===== src/rtl/mem_reader_pkg.sv =====
// Shared definitions for the burst memory reader: default sizes, length
// saturation limit and FSM state encoding.
package mem_reader_pkg;

  localparam int unsigned DATA_W_DEF = 8;
  localparam int unsigned ADDR_W_DEF = 4;
  localparam int unsigned DEPTH_DEF  = 2 ** ADDR_W_DEF;
  localparam int unsigned LEN_SAT    = 16;

  typedef enum logic [1:0] {
    ST_IDLE,
    ST_FETCH,
    ST_SEND,
    ST_DONE
  } state_e;

endpackage


===== src/rtl/mem_reader.sv =====
// Burst reader: walks a combinational-read memory from base_addr for up to
// LEN_SAT words and streams them out over a valid/ready handshake.
module mem_reader
  import mem_reader_pkg::*;
#(
  parameter int unsigned DATA_W = DATA_W_DEF,
  parameter int unsigned ADDR_W = ADDR_W_DEF
) (
  input  logic              clk,
  input  logic              rst,
  input  logic              start,
  input  logic [ADDR_W-1:0] base_addr,
  input  logic [ADDR_W:0]   length,
  output logic [ADDR_W-1:0] rd_addr,
  input  logic [DATA_W-1:0] rd_data,
  output logic [DATA_W-1:0] out_data,
  output logic              out_valid,
  input  logic              out_ready,
  output logic              out_last,
  output logic              busy,
  output logic              done
);

  localparam logic [ADDR_W:0] SAT_LEN = (ADDR_W + 1)'(LEN_SAT);
  localparam logic [ADDR_W:0] ONE_LEN = (ADDR_W + 1)'(1);

  state_e              state_q, state_d;
  logic [ADDR_W-1:0]   rd_addr_q, rd_addr_d;
  logic [ADDR_W:0]     remaining_q, remaining_d;
  logic [DATA_W-1:0]   out_data_q, out_data_d;
  logic                out_valid_q, out_valid_d;
  logic                out_last_q, out_last_d;
  logic                busy_q, busy_d;
  logic                done_q, done_d;

  always_comb begin
    state_d     = state_q;
    rd_addr_d   = rd_addr_q;
    remaining_d = remaining_q;
    out_data_d  = out_data_q;
    out_valid_d = out_valid_q;
    out_last_d  = out_last_q;

    unique case (state_q)
      ST_IDLE: begin
        if (start) begin
          if (length == '0) begin
            state_d = ST_DONE;
          end else begin
            rd_addr_d   = base_addr;
            remaining_d = (length > SAT_LEN) ? SAT_LEN : length;
            state_d     = ST_FETCH;
          end
        end
      end
      ST_FETCH: begin
        out_data_d  = rd_data;
        out_valid_d = 1'b1;
        out_last_d  = (remaining_q == ONE_LEN);
        state_d     = ST_SEND;
      end
      ST_SEND: begin
        if (out_ready) begin
          out_valid_d = 1'b0;
          if (out_last_q) begin
            out_last_d = 1'b0;
            state_d    = ST_DONE;
          end else begin
            rd_addr_d   = rd_addr_q + ADDR_W'(1);
            remaining_d = remaining_q - ONE_LEN;
            state_d     = ST_FETCH;
          end
        end
      end
      ST_DONE: state_d = ST_IDLE;
      default: state_d = ST_IDLE;
    endcase

    // busy/done follow the next state so they line up with state_q as registers
    busy_d = (state_d != ST_IDLE);
    done_d = (state_d == ST_DONE);
  end

  always_ff @(posedge clk) begin
    if (rst) begin
      state_q     <= ST_IDLE;
      rd_addr_q   <= '0;
      remaining_q <= '0;
      out_data_q  <= '0;
      out_valid_q <= 1'b0;
      out_last_q  <= 1'b0;
      busy_q      <= 1'b0;
      done_q      <= 1'b0;
    end else begin
      state_q     <= state_d;
      rd_addr_q   <= rd_addr_d;
      remaining_q <= remaining_d;
      out_data_q  <= out_data_d;
      out_valid_q <= out_valid_d;
      out_last_q  <= out_last_d;
      busy_q      <= busy_d;
      done_q      <= done_d;
    end
  end

  assign rd_addr   = rd_addr_q;
  assign out_data  = out_data_q;
  assign out_valid = out_valid_q;
  assign out_last  = out_last_q;
  assign busy      = busy_q;
  assign done      = done_q;

endmodule


===== config.mk =====
export PLATFORM = sky130hd
export DESIGN_NAME = mem_reader
export DESIGN_NICKNAME = d
export VERILOG_FILES = /design/src/rtl/mem_reader_pkg.sv /design/src/rtl/mem_reader.sv
export SDC_FILE = /design/constraint.sdc
export NUM_CORES = 1
export LEC_CHECK = 0
export BUFFER_PORTS_ARGS = -buffer_cell sky130_fd_sc_hd__buf_2
export CORE_AREA = 8 8 62 64
export CTS_BUF_LIST = sky130_fd_sc_hd__clkbuf_2
export DETAILED_ROUTE_END_ITERATION = 6
export DIE_AREA = 0 0 70 72
export GPL_TIMING_DRIVEN = 1
export PLACE_DENSITY_LB_ADDON = 0.1
export REMOVE_ABC_BUFFERS = 1
export SLEW_MARGIN = 20
export SYNTH_ARGS = -nofsm -noshare
export SYNTH_HDL_FRONTEND = slang
export SYNTH_SLANG_ARGS = --single-unit

===== constraint.sdc =====
create_clock -name clk -period 1.3 [get_ports clk]
set_input_delay 0.13 -clock clk [delete_from_list [all_inputs] [get_ports clk]]
set_output_delay 0.13 -clock clk [all_outputs]
set_load 0.01 [all_outputs]

==> flow_summary.json <==
{
  "synth_ff_type": "dfxtp_1",
  "reg2reg_to": "remaining_q[0]$_SDFFE_PP0P_",
  "h-tree-depth": 1,
  "hold_viol": 0,
  "path_class": "reg -> reg",
  "startpoint": "state_q[1]$_SDFF_PP0_",
  "peakVddDrop_mv": 0.597,
  "clock.fmax_mhz": 723,
  "p_leak_nw": 0.738,
  "area_growth_pct": 40.3,
  "fin_cells": 225,
  "rsz0062_at_grt": "yes",
  "cts_tree": "yes",
  "netlist_top_cells_count": "dfxtp_1 (23), nand2_1 (17), a21oi_1 (13), nor2_1 (7)",
  "place_hpwl_mm": 2.32,
  "yosys.area.top_type": "dfxtp_1",
  "dieArea_um2": 5040,
  "r2r_slack_ns": -0.08,
  "yosysUniqueCellTypes": 45,
  "p_per_area_nw_per_um2": 956,
  "synth_top_area_share": 0.396,
  "grt_pass1_wl_mm": 5.15,
  "avgSynthCellArea_um2": 8.82,
  "antenna_cells": 0,
  "syn_inst": 132,
  "cts.reportedPaths.clkPinSlew_ns": 0.23,
  "drt_pass1_iterations": 4,
  "critPathRequiredTime_ns": 1.59,
  "grt-ovfl-total": 0,
  "drt_iter0_drc": 44,
  "violations": "setup timing",
  "yosys_warnings": 0,
  "maxSlewViolCount": 0,
  "min_path_cells": 3,
  "start_kind": "flip-flop",
  "grt_pass1_vias": 1218,
  "synth_area_um2": 1160,
  "synth_edf_count": 0,
  "clk_latency_ns": 0.33,
  "hold-path-endpoint": "out_data[1]$_SDFFE_PP0P_",
  "detail_route.vias_per_cell": 5.21,
  "tightest_slew_ns": 0.341,
  "finalWirelength_mm": 3.16,
  "rows": 20,
  "antenna_found_initial": 0,
  "seq_area_frac_synth": 0.396,
  "synth_most_common_cell": "dfxtp_1",
  "critical_path_peak_fanout": 6,
  "period_share": 1.06,
  "seq_area_um2": 467,
  "crit_path_end_kind": "flip-flop",
  "setup_violations": 9,
  "die_x_um": 70,
  "netlist_top_cells_area": "dfxtp_1 (40%), a21oi_1 (5.6%), nand2_1 (5.5%)",
  "core_um2": 2900,
  "slew-limit-headroom": 0.772,
  "fin_crit_ns": 1.38,
  "synth-seq-cells": 23,
  "clk_path_buf_depth": 2,
  "synth-async-reset-ratio": 0,
  "grt_max_degree": 18,
  "drc": 0,
  "crit_arrival_ns": 1.67,
  "final_nets": 217,
  "start_util": 0.401,
  "port_buffers": 36,
  "hold_start": "rd_data[1]",
  "ant_nets": 0,
  "clock_tree.root_cell": "clkbuf_2",
  "layout_setup_ws_ns": -0.0830,
  "fillCellCount": 283,
  "chipHeight_um": 72,
  "vias": 1172,
  "cts_buffers": 3,
  "finalWeightedCongestion": 0.774,
  "grt_util_all_layers": 0.120,
  "drive_gt1_frac": 0.432,
  "clock-sinks": 23,
  "pre_cts_ws_ns": -0.181,
  "regToRegStartpoint": "state_q[1]$_SDFF_PP0_",
  "wire_per_inst_um": 14.1,
  "maxCapViolations": 0,
  "pin_count": 37,
  "status": "finished with violations",
  "multi_input_area_um2": 669,
  "placedCellCount": 211,
  "hold_path.class": "in -> reg",
  "rr_worst_depth": 5,
  "skew_ns": 0.0144
}
-- how the worst max path moves through the flow --
| stage | to | slack (ns) | depth (start not counted) |
|---|---|---|---|
| after floorplan | remaining_q[0]$_SDFFE_PP0P_ | -0.21 | 4 |
| after global placement | rd_addr[2]$_SDFFE_PP0P_ | -0.14 | 5 |
| after detailed placement | rd_addr[2]$_SDFFE_PP0P_ | -0.18 | 5 |
| after CTS | remaining_q[0]$_SDFFE_PP0P_ | -0.07 | 4 |
| after global routing | remaining_q[0]$_SDFFE_PP0P_ | -0.14 | 5 |
| final | remaining_q[0]$_SDFFE_PP0P_ | -0.08 | 5 |
-- critical path, stage by stage, from the launching register on --
cell     delay [ns]
dfxtp_4        0.41
buf_6          0.11
nor3b_4        0.22
o21ai_4        0.12
a221o_2        0.37
a21oi_2        0.11
-- power breakdown --
part | internal (mW) | leakage [nW] | switching [mW]
registers | 0.762 | 0.190 | 0.0435
clock network | 0.0813 | 0.0166 | 0.216
logic | 0.234 | 0.531 | 0.223
-- per-stage QoR --
stage                     utilization  instance area (um2)  TNS, ns  hold WS, ns  power (mW)
after floorplan                     -                 1100    -1.01        0.195        1.03
after global placement          0.501                 1450   -0.982        0.368        1.20
after detailed placement        0.501                 1450    -1.22        0.378        1.22
after CTS                       0.544                 1580   -0.334     0.000524        1.56
after global routing            0.563                 1630   -0.915      0.00358        1.66
final                           0.563                 1630   -0.365       0.0190        1.56
-- cell type report --
type / count / share of cell area
multi-input combinational: 95 / 0.410
sequential: 23 / 0.286
timing repair buffer: 64 / 0.253
tap: 33 / 0.0253
inverter: 6 / 0.0138
clock buffer: 4 / 0.0123
-- routing by layer --
| metal | track usage | vias to the layer above | part of all wire |
|---|---|---|---|
| li1 | - | 600 | - |
| met1 | 0.126 | 544 | 0.42 |
| met2 | 0.217 | 24 | 0.52 |
| met3 | 0.0368 | 4 | 0.051 |
| met4 | 0.0469 | 0 | 0.0098 |
| met5 | 0 | - | 0 |
-- layout by cell type, fill, tap and decap left out, types with 3 or more instances in the layout --
master,Yosys,routed
o22ai_1,6,6
nand2b_1,5,3
buf_4,2,20
clkbuf_2,0,4
dlygate4sd3_1,0,6
ha_1,3,3
a21oi_1,13,12
nand2_1,17,17
nor3_2,0,3
nor2_1,7,7
buf_2,1,36
inv_1,6,6
dfxtp_1,23,20
-- cell families (layout without fill, tap and decap cells) --
group,count (synthesis),count (layout),synth area share
buf+inv,14,74,0.0763
mux,1,1,0.00860
compound gates,42,42,0.256
simple gates,49,49,0.231
fa+ha+maj,3,3,0.0323
flops,23,23,0.396
-- timing repair --
| action | in CTS | in global routing |
|---|---|---|
| setup buffers | 4 | 0 |
| hold buffers | 3 | 3 |
| endpoints found under the hold margin | 3 | 3 |
| resized for setup | 14 | 5 |
| setup endpoints to repair | 9 | 10 |
| pin swaps | 8 | 4 |
-- registers in the layout (all words and copies together) (netlist names) --
register / flops
rd_addr: 4
out_data: 8
done: 1
out_valid: 1
busy: 1
out_last: 1
remaining_q: 5
state_q: 2
Note: power is estimated with default switching activity, not from simulation.
